$ cat config.mk
export PLATFORM = sky130hd
export DESIGN_NAME = multicycle_control
export DESIGN_NICKNAME = d
export VERILOG_FILES = /design/src/rtl/multicycle_control.sv
export SDC_FILE = /design/constraint.sdc
export NUM_CORES = 1
export LEC_CHECK = 0
export CAP_MARGIN = 10
export CORE_MARGIN = 1
export CORE_UTILIZATION = 39
export DETAILED_ROUTE_END_ITERATION = 7
export GPL_TIMING_DRIVEN = 0
export HOLD_SLACK_MARGIN = 0.05
export PLACE_DENSITY = 0.77
export SLEW_MARGIN = 5
export SYNTH_ARGS = -nofsm -noshare
export SYNTH_HDL_FRONTEND = slang
export SYNTH_SLANG_ARGS = --single-unit
$ cat constraint.sdc
create_clock -name clk -period 2 [get_ports clk]
set_input_delay 0.4 -clock clk [delete_from_list [all_inputs] [get_ports clk]]
set_output_delay 0.4 -clock clk [all_outputs]
set_load 0.02 [all_outputs]
$ cat src/rtl/multicycle_control.sv
// multicycle_control
//   Main control FSM of the multi-cycle RV32I-subset CPU. The FSM steps the
//   shared ALU, memory, IR, PC and register file through the IF/ID/EX/MEM/WB
//   cycles. It handles add/sub, addi, lw, sw, beq and jal. It stalls on memory
//   through mem_ready and traps illegal opcodes into a sticky ERR state.
//
//   Parameters
//     USE_MEM_READY : 1 = honour mem_ready, 0 = memory always completes in one cycle
//
//   Ports
//     clk           in   system clock, rising edge
//     rst           in   synchronous active-high reset
//     opcode[6:0]   in   IR[6:0], valid from ID onward
//     mem_ready     in   memory completes the current access this cycle
//     pc_write      out  unconditional PC load
//     pc_write_cond out  PC load if ALU zero
//     i_or_d        out  memory address select (0 = PC, 1 = ALUOut)
//     mem_read      out  memory read request
//     mem_write     out  memory write request
//     ir_write      out  IR load (also latches oldPC)
//     mem_to_reg    out  write-back select (00 ALUOut, 01 MDR, 10 PC)
//     reg_write     out  register file write
//     alu_src_a     out  ALU A select (00 PC, 01 reg A, 10 oldPC)
//     alu_src_b     out  ALU B select (00 reg B, 01 4, 10 imm)
//     alu_op        out  ALU control (00 add, 01 sub, 10 funct-decoded)
//     pc_source     out  PC input select (0 ALU result, 1 ALUOut)
//     err           out  illegal-opcode trap, sticky until rst
//     state[3:0]    out  current state, debug
module multicycle_control #(
  parameter bit USE_MEM_READY = 1'b1
) (
  input  logic       clk,
  input  logic       rst,
  input  logic [6:0] opcode,
  input  logic       mem_ready,
  output logic       pc_write,
  output logic       pc_write_cond,
  output logic       i_or_d,
  output logic       mem_read,
  output logic       mem_write,
  output logic       ir_write,
  output logic [1:0] mem_to_reg,
  output logic       reg_write,
  output logic [1:0] alu_src_a,
  output logic [1:0] alu_src_b,
  output logic [1:0] alu_op,
  output logic       pc_source,
  output logic       err,
  output logic [3:0] state
);

  typedef enum logic [3:0] {
    S_IF       = 4'd0,
    S_ID       = 4'd1,
    S_MEM_ADDR = 4'd2,
    S_MEM_RD   = 4'd3,
    S_MEM_WB   = 4'd4,
    S_MEM_WR   = 4'd5,
    S_EX_R     = 4'd6,
    S_EX_I     = 4'd7,
    S_ALU_WB   = 4'd8,
    S_BEQ      = 4'd9,
    S_JAL      = 4'd10,
    S_ERR      = 4'd15
  } state_t;

  localparam logic [6:0] OP_R    = 7'b0110011;
  localparam logic [6:0] OP_I    = 7'b0010011;
  localparam logic [6:0] OP_LOAD = 7'b0000011;
  localparam logic [6:0] OP_STORE = 7'b0100011;
  localparam logic [6:0] OP_BEQ  = 7'b1100011;
  localparam logic [6:0] OP_JAL  = 7'b1101111;

  state_t state_q;
  state_t state_d;
  logic   rdy;

  // With single-cycle memory the ready input is ignored entirely.
  assign rdy   = USE_MEM_READY ? mem_ready : 1'b1;
  assign state = state_q;

  always_ff @(posedge clk) begin
    if (rst) state_q <= S_IF;
    else     state_q <= state_d;
  end

  always_comb begin
    state_d       = state_q;
    pc_write      = 1'b0;
    pc_write_cond = 1'b0;
    i_or_d        = 1'b0;
    mem_read      = 1'b0;
    mem_write     = 1'b0;
    ir_write      = 1'b0;
    mem_to_reg    = 2'b00;
    reg_write     = 1'b0;
    alu_src_a     = 2'b00;
    alu_src_b     = 2'b00;
    alu_op        = 2'b00;
    pc_source     = 1'b0;
    err           = 1'b0;

    unique case (state_q)
      S_IF: begin
        // PC+4 is computed every IF cycle. PC and IR only load once the fetch completes.
        mem_read  = 1'b1;
        alu_src_b = 2'b01;
        ir_write  = rdy;
        pc_write  = rdy;
        if (rdy) state_d = S_ID;
      end
      S_ID: begin
        // The branch/jump target oldPC+imm is prepared speculatively in ALUOut.
        alu_src_a = 2'b10;
        alu_src_b = 2'b10;
        case (opcode)
          OP_R:               state_d = S_EX_R;
          OP_I:               state_d = S_EX_I;
          OP_LOAD, OP_STORE:  state_d = S_MEM_ADDR;
          OP_BEQ:             state_d = S_BEQ;
          OP_JAL:             state_d = S_JAL;
          default:            state_d = S_ERR;
        endcase
      end
      S_MEM_ADDR: begin
        alu_src_a = 2'b01;
        alu_src_b = 2'b10;
        state_d   = (opcode == OP_LOAD) ? S_MEM_RD : S_MEM_WR;
      end
      S_MEM_RD: begin
        mem_read = 1'b1;
        i_or_d   = 1'b1;
        if (rdy) state_d = S_MEM_WB;
      end
      S_MEM_WB: begin
        reg_write  = 1'b1;
        mem_to_reg = 2'b01;
        state_d    = S_IF;
      end
      S_MEM_WR: begin
        mem_write = 1'b1;
        i_or_d    = 1'b1;
        if (rdy) state_d = S_IF;
      end
      S_EX_R: begin
        alu_src_a = 2'b01;
        alu_op    = 2'b10;
        state_d   = S_ALU_WB;
      end
      S_EX_I: begin
        // addi always adds: funct7 bits belong to the immediate here.
        alu_src_a = 2'b01;
        alu_src_b = 2'b10;
        state_d   = S_ALU_WB;
      end
      S_ALU_WB: begin
        reg_write = 1'b1;
        state_d   = S_IF;
      end
      S_BEQ: begin
        alu_src_a     = 2'b01;
        alu_op        = 2'b01;
        pc_write_cond = 1'b1;
        pc_source     = 1'b1;
        state_d       = S_IF;
      end
      S_JAL: begin
        // PC already holds PC+4 from IF, so it is the link value.
        pc_write   = 1'b1;
        pc_source  = 1'b1;
        reg_write  = 1'b1;
        mem_to_reg = 2'b10;
        state_d    = S_IF;
      end
      S_ERR: begin
        err     = 1'b1;
        state_d = S_ERR;
      end
      default: state_d = S_ERR;
    endcase

    // Reset blanks every request and write so nothing is committed in the reset cycle.
    if (rst) begin
      pc_write      = 1'b0;
      pc_write_cond = 1'b0;
      i_or_d        = 1'b0;
      mem_read      = 1'b0;
      mem_write     = 1'b0;
      ir_write      = 1'b0;
      mem_to_reg    = 2'b00;
      reg_write     = 1'b0;
      alu_src_a     = 2'b00;
      alu_src_b     = 2'b00;
      alu_op        = 2'b00;
      pc_source     = 1'b0;
      err           = 1'b0;
    end
  end

endmodule

==> results_dict.tcl <==
set metrics [dict create \
    num_antenna_cells 0 \
    io_pins 31 \
    largest_register_ffs 4 \
    cts-root-buf "clkbuf_4" \
    nets 140 \
    clock.fmax_mhz 513.7 \
    via_per_inst 5.868 \
    drtIter0Drc 31 \
    fp-row-count 14 \
    tightest_slew_ns 0.6434 \
    status "finished clean" \
    synthCells 96 \
    cp.required_ns 1.60 \
    nFillCells 141 \
    track_usage_pct 24.15 \
    ir_worst_vdd_v 0.0007694 \
    path_buf_inv 3 \
    final_cell_mix "11 x nor2_1, 11 x clkdlybuf4s50_1, 9 x dlygate4sd2_1, 8 x nor3_1, 6 x buf_4" \
    async_flop_share_pct 0 \
    die_h_um 42.13 \
    drv_cap 0 \
    r2r_slack_ns 0.38 \
    clock_skew_ns 0.001890 \
    dieArea_sq_um 1775 \
    synth_compound_area_share_pct 30.08 \
    grt_pass1_vias 731 \
    cp_slowest_cell "dlygate4sd2_1" \
    crit_path_end_kind "output port" \
    drt_pass1_iterations 4 \
    crit_type "in2out" \
    finalSetupTns_ns 0 \
    grt_max_degree 11 \
    yosys_warnings 0 \
    numCtsBuffers 3 \
    slowest_delay_ns 0.35 \
    hp-class "in2reg" \
    fin_crit_sh_pct 97.33 \
    routed_wl_um 2035 \
    period_minus_slack_ns 1.947 \
    avgRoutedWirePerCell_um 14.13 \
    synth_cell_type_count 37 \
    seq_area_frac_synth_pct 12.75 \
    power.leakage_nw 0.4238 \
    setup_viol 0 \
    cts_tree "yes" \
    multi_input_area_sq_um 564.3 \
    clk_pin_slew_ns 0.03 \
    combPwrFrac_pct 79.5 \
    seqPwrFrac_pct 13.9 \
    critPathTopFamily "buffers and inverters" \
    seq_area_sq_um 90.09 \
    netlist_area_sq_um 628.1 \
    power.density_nw_per_um2 1397 \
    p_switching_w 0.0007009 \
    portBuffers 29 \
    synth-edff-count 0 \
    grt_overflow_total 0 \
    core-area_sq_um 1506 \
    maxSlewHeadroom_pct 56.00 \
    cp_max_fo 10 \
    clock_path_buffers 2 \
    synth_top_family_by_area "simple AND/OR/NAND/NOR gates" \
    post_synth_xor_area_fraction_pct 1.394 \
    hold_viol 0 \
    syn_to_final_growth_pct 63.94 \
    die_w_um 42.13 \
    htree_levels 1 \
    place_inst 141 \
    final_cells 144 \
    hold_slack_ns 0.6968 \
    dp_hpwl_um 1544 \
    initial_core_util_pct 41.69 \
    cts_sinks 4 \
    synth_mux_area_share_pct 3.386 \
    drc 0 \
    place_congestion 0.8873 \
    arrival_ns 1.55 \
    ys.flop_type "dfxtp_1" \
    worstSkewPairLatency_ns 0.23 \
    cpMostUsedCell "dlygate4sd2_1" \
    switching_share_pct 48.71 \
    worstSetupStartpointType "primary input" \
    slew_viol_final 0 \
    vias 845 \
    path_cells "dlygate4sd2_1 > buf_2 > nor3_1 > dlygate4sd2_1" \
    syn_avg_cell_area_sq_um 6.543 \
    synth_fa_ha_area_share_pct 0 \
    intPower_w 0.0007381 \
    synth-simple-area-share_pct 44.02 \
    pwr-share-clk_pct 6.6 \
    drtAntennaViolNets 0 \
    grt_pass1_wl_um 3360 \
    antenna_found_initial 0 \
    syn_nets 106 \
    drive_above_1_share_pct 32.03 \
    synth-seq-cells 4 \
]
==> layout make-up <==
cell class	instances	share of cell area (%)
inverters	2	0.7290
well taps	16	1.944
repair buffers	32	26.73
plain buffers	7	4.860
flip-flops and latches	4	8.748
multi-input cells	80	54.80
clock buffers	3	2.187
==> metrics by stage <==
stage | power, W | utilization, % | worst slack [ns] | cell area [sq um]
after floorplan | 0.0008964 | - | 0.002953 | 668.1
final | 0.001439 | 68.36 | 0.05342 | 1030
after global routing | 0.001545 | 68.36 | -0.01245 | 1030
after detailed placement | 0.001243 | 64.95 | -0.6143 | 978.4
after CTS | 0.001354 | 66.78 | -0.08522 | 1006
after global placement | 0.001234 | 64.95 | -0.5843 | 978.4
==> cell usage after synthesis, types with 2 or more instances <==
cell / number / area (sq um)
and2_1: 2 / 12.51
nor2_1: 11 / 41.29
inv_1: 2 / 7.510
nor3_1: 9 / 45.04
a21oi_1: 6 / 30.03
clkbuf_1: 6 / 22.52
dfxtp_1: 4 / 80.08
nand2_1: 6 / 22.52
a2111oi_0: 2 / 17.52
buf_2: 3 / 15.01
or2_1: 4 / 25.02
o21ai_0: 5 / 25.02
nor3b_1: 2 / 15.01
o311a_1: 2 / 20.02
a211oi_2: 2 / 25.02
nor2b_1: 5 / 31.28
nand2b_1: 5 / 31.28
==> repair_timing <==
action                     CTS  global route
hold buffers                 0             0
gates resized for setup     44            19
pin swaps                    1             2
setup endpoints to repair   17            11
buffers inserted             1             2
==> power groups by stage <==
| stage | logic, W | registers (W) | clock network, W |
|---|---|---|---|
| after floorplan | 0.000708 | 0.000189 | 0 |
| after global routing | 0.00124 | 0.000207 | 0.000101 |
| after CTS | 0.00106 | 0.000189 | 0.000101 |
| after detailed placement | 0.00108 | 0.000166 | 0 |
| final | 0.00114 | 0.000200 | 0.0000944 |
| after global placement | 0.00107 | 0.000164 | 0 |
==> routing by layer <==
| metal | global-route usage [%] | vias to the layer above | wire length, um |
|---|---|---|---|
| li1 | - | 416 | - |
| met1 | 31.58 | 384 | 853 |
| met2 | 41.25 | 45 | 1028 |
| met3 | 3.017 | 0 | 152 |
| met4 | 7.500 | 0 | 0 |
| met5 | 0 | - | 0 |
==> final timing paths <==
check | from | to | depth (start not counted)
max | rst | mem_to_reg[0] | 4
min reg2reg | state[2] | state[2] | 3
max reg2reg | state[2] | state[1] | 4
min | mem_ready | state[3] | 3
==> kinds of logic (layout without fill, tap and decap cells) <==
| group | count (synthesis) | count (layout) |
|---|---|---|
| and+or+nand+nor | 51 | 51 |
| AOI/OAI and AO/OA | 26 | 26 |
| buffers and inverters | 12 | 44 |
| DFF | 4 | 4 |
| muxes | 2 | 2 |
| xor gates and xnor gates | 1 | 1 |
==> tightest hold or removal path, delay by kind of cell <==
family        cells  cell delay (ns)
simple gates      2             0.29
buf+inv           1             0.20
Power figures use the tool's default switching activity.
